`src/rtl/bin2bcd_seq_pkg.sv`:
```
// bin2bcd_seq_pkg: widths and FSM encoding shared with the upstream divider
package bin2bcd_seq_pkg;
    localparam int X_W = 24;
    localparam int BCD_DIGITS = 8;
    localparam logic [0:0] IDLE = 1'b0;
    localparam logic [0:0] SHIFT = 1'b1;
    typedef logic [0:0] state_t;
    function automatic int cnt_w(input int w);
        return $clog2(w + 1);
    endfunction
    localparam int CNT_W = $clog2(X_W + 1);
endpackage

```
`src/rtl/bin2bcd_seq_if.sv`:
```
// bin2bcd_seq_if: start/ready handshake and result bus of the converter
interface bin2bcd_seq_if
    import bin2bcd_seq_pkg::*;
#(
    parameter int x = X_W,
    parameter int DIGITS = BCD_DIGITS
);
    logic start;
    logic [x-1:0] bin;
    logic busy;
    logic ready;
    logic [4*DIGITS-1:0] bcd;
    modport master(output start, bin, input busy, ready, bcd);
    modport slave(input start, bin, output busy, ready, bcd);
endinterface

```
`src/rtl/bin2bcd_seq_add3.sv`:
```
// bcd_add3_digit: double-dabble correction of one BCD digit
module bcd_add3_digit (
    input  logic [3:0] digit,
    output logic [3:0] fixed
);
    assign fixed = (digit >= 4'd5) ? digit + 4'd3 : digit;
endmodule

```
`src/rtl/bin2bcd_seq.sv`:
```
// bin2bcd_seq: sequential shift-and-add-3 binary to packed BCD converter
module bin2bcd_seq
    import bin2bcd_seq_pkg::*;
#(
    parameter int x = X_W,
    parameter int DIGITS = BCD_DIGITS
) (
    input logic clk,
    input logic reset,
    bin2bcd_seq_if.slave bus
);
    localparam int CW = cnt_w(x);
    localparam int BW = 4 * DIGITS;
    state_t state;
    logic [CW-1:0] cnt;
    logic [x-1:0] bin_sr;
    logic [BW-1:0] work;
    logic [BW-1:0] adj;
    logic [BW+x-1:0] sh;
    logic [BW-1:0] bcd;
    logic busy;
    logic ready;
    logic last;
    genvar d;
    for (d = 0; d < DIGITS; d++) begin : g_dig
        bcd_add3_digit u_add3 (.digit(work[4*d +: 4]), .fixed(adj[4*d +: 4]));
    end
    // corrected digits and binary register shift as one wide register
    assign sh = {adj, bin_sr} << 1;
    assign last = (cnt == CW'(1));
    assign bus.busy = busy;
    assign bus.ready = ready;
    assign bus.bcd = bcd;
    always_ff @(posedge clk) begin
        if (!reset) begin
            state <= IDLE;
            cnt <= '0;
            busy <= 1'b0;
            ready <= 1'b0;
        end else if (state == IDLE) begin
            ready <= 1'b0;
            if (bus.start) begin
                state <= SHIFT;
                cnt <= CW'(x);
                busy <= 1'b1;
            end
        end else begin
            cnt <= cnt - CW'(1);
            if (last) begin
                state <= IDLE;
                ready <= 1'b1;
                busy <= 1'b0;
            end
        end
    end
    always_ff @(posedge clk) begin
        if (!reset) begin
            bin_sr <= '0;
            work <= '0;
            bcd <= '0;
        end else if (state == IDLE) begin
            if (bus.start) begin
                bin_sr <= bus.bin;
                work <= '0;
            end
        end else begin
            work <= sh[BW+x-1:x];
            bin_sr <= sh[x-1:0];
            if (last) bcd <= sh[BW+x-1:x];
        end
    end
endmodule

```
`src/flat_wrapper.sv`:
```
// flat-port wrapper written by rule: the top's interface ports become plain ports
module bin2bcd_seq_flat import bin2bcd_seq_pkg::*;
#(
    parameter int x = X_W,
    parameter int DIGITS = BCD_DIGITS
)
  (clk, reset, bus_start, bus_bin, bus_busy, bus_ready, bus_bcd);
  bin2bcd_seq_if #(.x(x), .DIGITS(DIGITS)) bus_i ();
  input logic clk;
  input logic reset;
  input wire logic [$bits(bus_i.start)-1:0] bus_start;
  input wire logic [$bits(bus_i.bin)-1:0] bus_bin;
  output wire logic [$bits(bus_i.busy)-1:0] bus_busy;
  output wire logic [$bits(bus_i.ready)-1:0] bus_ready;
  output wire logic [$bits(bus_i.bcd)-1:0] bus_bcd;
  assign bus_i.start = bus_start;
  assign bus_i.bin = bus_bin;
  assign bus_busy = bus_i.busy;
  assign bus_ready = bus_i.ready;
  assign bus_bcd = bus_i.bcd;
  bin2bcd_seq #(.x(x), .DIGITS(DIGITS)) u_core (.clk(clk), .reset(reset), .bus(bus_i));
endmodule
```
`config.mk`:
```
export PLATFORM = sky130hd
export DESIGN_NAME = bin2bcd_seq_flat
export DESIGN_NICKNAME = d
export VERILOG_FILES = /design/src/rtl/bin2bcd_seq_pkg.sv /design/src/rtl/bin2bcd_seq_if.sv /design/src/rtl/bin2bcd_seq_add3.sv /design/src/rtl/bin2bcd_seq.sv /design/src/flat_wrapper.sv
export SDC_FILE = /design/constraint.sdc
export NUM_CORES = 1
export LEC_CHECK = 0
export ABC_AREA = 1
export BUFFER_PORTS_ARGS = -buffer_cell sky130_fd_sc_hd__buf_4
export CORE_MARGIN = 2
export CORE_UTILIZATION = 41
export DETAILED_ROUTE_END_ITERATION = 8
export HOLD_SLACK_MARGIN = 0.12
export MAX_ROUTING_LAYER = met4
export PLACE_DENSITY = 0.69
export SYNTH_ARGS = -nofsm -noshare
export SYNTH_HDL_FRONTEND = slang
export SYNTH_HIERARCHICAL = 1
export SYNTH_SLANG_ARGS = --single-unit
```
`constraint.sdc`:
```
create_clock -name clk -period 4.15 [get_ports clk]
set_input_delay 0.6225 -clock clk [delete_from_list [all_inputs] [get_ports clk]]
set_output_delay 0.6225 -clock clk [all_outputs]
set_load 0.02 [all_outputs]
```
After elaboration in Yosys (flattened, before gate mapping)
Index checks and enable logic that the tools add are counted.
{"block": "op_classes", "eq_ne": 2, "n_addsub": 9, "order_cmp": 8, "n_reduce_logical": 5, "muxes": 20, "bitwise": 1}
{"operator": "32-bit two-way mux", "n": 2}
{"operator": "24-bit two-way mux", "n": 2}
{"operator": "4-bit by 3-bit greater-or-equal comparator with 1-bit output (second input constant)", "n": 8}
{"operator": "4-bit by 2-bit adder with 4-bit output (second input constant)", "n": 7}
{"operator": "4-bit two-way mux", "n": 7}
{"operator": "5-bit two-way mux", "n": 2}
{"operator": "1-bit two-way mux", "n": 6}
{"operator": "2-bit AND reduction", "n": 3}
{"operator": "5-bit by 1-bit equality test with 1-bit output (second input constant)", "n": 1}
{"operator": "5-bit by 1-bit subtractor with 5-bit output (second input constant)", "n": 1}
{"operator": "3-bit by 2-bit adder with 3-bit output (second input constant)", "n": 1}
{"operator": "3-bit two-way mux", "n": 1}
{"operator": "2-bit inequality test (second input constant)", "n": 1}
{"operator": "2-bit nonzero test", "n": 1}
{"operator": "2-bit OR reduction", "n": 1}
{"operator": "1-bit NOT", "n": 1}
{"block": "totals", "regBits": 96, "elab_cells": 53, "out_inout_bits": 34}

Longest topological paths before layout
{"block": "logic_depth", "depth_word": 3, "ltp_mapped": 11, "mapped_depth_nobuf": 11}

Hierarchy
Netlist, hierarchy kept.
{"mod": "bin2bcd_seq", "instances": 1, "cells_each": 542, "area_each_um2": 3875.0}
{"mod": "bcd_add3_digit", "instances": 8, "cells_each": 23, "area_each_um2": 135.1}

Least setup slack after synthesis
OpenSTA, ideal clock, no wires.
{"block": "synth_path", "path_type": "input port to flip-flop", "start": "input port reset", "end": "register u_core.work[19]", "path_stages": 4, "t_required_ps": 4076, "setup_ps": 74, "path_slack_ps": 2771, "path_buffers": 2, "t_arrival_ps": 1304, "cell_sequence": "clkbuf_1 clkbuf_1 nand3_1 o21ai_0"}
{"item": "start, declared", "line": "flat_wrapper.sv:10", "source": "input logic reset;"}
{"item": "end signal, assigned", "line": "bin2bcd_seq.sv:67", "source": "work <= sh[BW+x-1:x];"}
{"item": "end, declared", "line": "bin2bcd_seq.sv:17", "source": "logic [BW-1:0] work;"}

Worst setup path after layout
{"block": "layout_path", "start": "register u_core.cnt[1]", "end": "register u_core.bcd[3], in the netlist u_core/bus.bcd[3]"}
{"block": "layout_between", "elab_chain_len": 2}
{"item": "start, declared", "line": "bin2bcd_seq.sv:15", "source": "logic [CW-1:0] cnt;"}
{"item": "start signal, assigned", "line": "bin2bcd_seq.sv:44", "source": "cnt <= CW'(x);"}
{"item": "start signal, assigned", "line": "bin2bcd_seq.sv:48", "source": "cnt <= cnt - CW'(1);"}
{"item": "5-bit by 1-bit equality test with 1-bit output", "line": "bin2bcd_seq.sv:30", "source": "assign last = (cnt == CW'(1));"}
{"item": "2-bit AND reduction (no source line)"}
{"item": "end signal, assigned", "line": "bin2bcd_seq.sv:69", "source": "if (last) bcd <= sh[BW+x-1:x];"}
{"item": "end, declared", "line": "bin2bcd_seq.sv:20", "source": "logic [BW-1:0] bcd;"}
No other way between the ends.
A chain may end at the register's enable or synchronous reset.

==> results_dict.tcl <==
set metrics [dict create \
    status "finished clean" \
    regArea_um2 1922 \
    rrSetupSlack_ns 2.21 \
    crit_chain "inv_1, ha_1, buf_4, nand2_1, nor2_2, buf_4, nor2_1, nor2_1" \
    num_vias 4380 \
    cts_tree "built" \
    power_density_nw_per_um2 345.1 \
    final_cell_mix "nand2_1, nor2_1, dfxtp_1, inv_1, buf_4" \
    irDropWorstVdd_v 0.0002023 \
    worst_slack_ns 2.213 \
    grt_pass1_wl_mm 18.14 \
    drive_above_1_share 0.1771 \
    portBuffers 60 \
    post-place-ws_ns 2.019 \
    cts_hold_buf 0 \
    wire_per_inst_um 11.31 \
    fin_cells 915 \
    p_sw_uw 521.8 \
    postLayoutCoreUtil 0.4824 \
    drtIter0Drc 243 \
    cp_max_fo 29 \
    met3_usage 0.04251 \
    cp_num_buf_inv 3 \
    critPathKind "reg2reg" \
    grtUsageTotal 0.1766 \
    worst_slew_pin_slew_ns 0.8309 \
    start_kind "flop" \
    worst_ep_arrival_time_ns 2.22 \
    grt_max_degree 62 \
    stdcell_area_um2 5722 \
    leakagePower_nw 2.523 \
    top_usage_layer "met2" \
    ys_warn_count 6 \
    clock_latency_ns 0.35 \
    fin_worst_skew_ns 0.006985 \
    worst_hold_slack_ns 0.4811 \
    grt.overflow.total 0 \
    setup_viol 0 \
    timing.fmax_mhz 516.2 \
    worstPathRequired_ns 4.43 \
    area_delta_synth_final_pct 16.07 \
    rows 40 \
    placed_cells 899 \
    rsz0062_at_grt "false" \
    critical-path-max-stage-delay_ns 0.41 \
    syn_area_um2 4930 \
    hold_path.class "reg2reg" \
    fillers 1238 \
    grt_util_met2 0.2810 \
    design.die.area_um2 12920 \
    fp.dieW_um 113.7 \
    period_share 0.4668 \
    syn_inst 721 \
    clkPwrFrac 0.393 \
    internal_power_mw 1.453 \
    clock-sinks 96 \
    drv_cap 0 \
    grt_pass1_vias 4056 \
    cts_resized 0 \
    nets 808 \
    htreeDepth 3 \
    multi_input_area_um2 2482 \
    fin_crit_ns 1.937 \
    p_seq_frac 0.492 \
    slew_headroom 0.4447 \
    swShare 0.2642 \
    combPwrFrac 0.115 \
    finalHoldViolations 0 \
    antenna_cells 0 \
    grt.met1_usage 0.2222 \
    placed_area_um2 5448 \
    pin_count 61 \
    die_h_um 113.7 \
    drt_first_pass_iters 4 \
    path_clk_slew_ns 0.06 \
    coreArea_um2 11860 \
    synth_nets 766 \
    ant_nets 0 \
    place_congestion 0.8090 \
    place.detailed.hpwl_mm 6.764 \
    critPathCaptureType "flop" \
    cts_buffers 9 \
    drc 0 \
    mostFrequentLayoutCell "nand2_1" \
    finalPower_mw 1.975 \
    start_util 0.4156 \
    fin_tns_setup_ns 0 \
    crit_family "buffers and inverters" \
    avgSynthCellArea_um2 6.837 \
    cts_buffer_depth 2 \
    root_buffer "clkbuf_16" \
    antenna_found_initial 0 \
    viasPerCell 4.787 \
    cts_setup_buffers 0 \
    cp_slowest_cell "ha_1" \
    postRouteWirelength_mm 10.35 \
    finalMaxSlewViolations 0 \
]
[area by class of cell]
cell class / count / area share
inverter: 95 / 0.06232
multi-input combinational: 494 / 0.4339
tap: 147 / 0.03215
sequential: 96 / 0.3359
clock buffer: 11 / 0.04242
clock inverter: 5 / 0.005467
timing repair buffer: 67 / 0.08791
[power by group through the flow]
stage | logic [mW] | registers (mW) | clock network (mW)
5_1_grt | 0.259 | 0.975 | 0.844
6_report | 0.228 | 0.971 | 0.776
3_5_place_dp | 0.229 | 0.993 | 0
4_1_cts | 0.230 | 0.972 | 0.804
3_3_place_gp | 0.227 | 0.993 | 0
2_1_floorplan | 0.146 | 1.00 | 0
[metal layers]
| metal | share of wire | vias to the layer above |
|---|---|---|
| met2 | 0.47 | 75 |
| met5 | 0 | - |
| met1 | 0.48 | 1958 |
| li1 | - | 2336 |
| met4 | 0.013 | 0 |
| met3 | 0.037 | 11 |
[worst reg2reg max path, delay by kind of cell (launching register included)]
family / cells / cell delay [ns]
buf+inv: 3 / 0.74
simple gates: 4 / 0.41
fa+ha+maj: 1 / 0.41
flops: 1 / 0.32
[sequential cells by signal (all words and copies together), names as in the netlist]
name and cells:
u_core/state 1, u_core/bus.ready 1, u_core/bus.busy 1, u_core/cnt 5
u_core/work 32, u_core/bus.bcd 32, u_core/bin_sr 24
[final timing paths]
path,startpoint,endpoint,cells after the start
worst max-delay path,u_core/cnt[1],u_core/bus.bcd[3],8
worst min-delay path,u_core/bus.bcd[10],u_core/bus.bcd[10],2
worst max register to register,u_core/cnt[1],u_core/bus.bcd[3],8
worst min register to register,u_core/bus.bcd[10],u_core/bus.bcd[10],2
(Power assumes the default switching activity.)
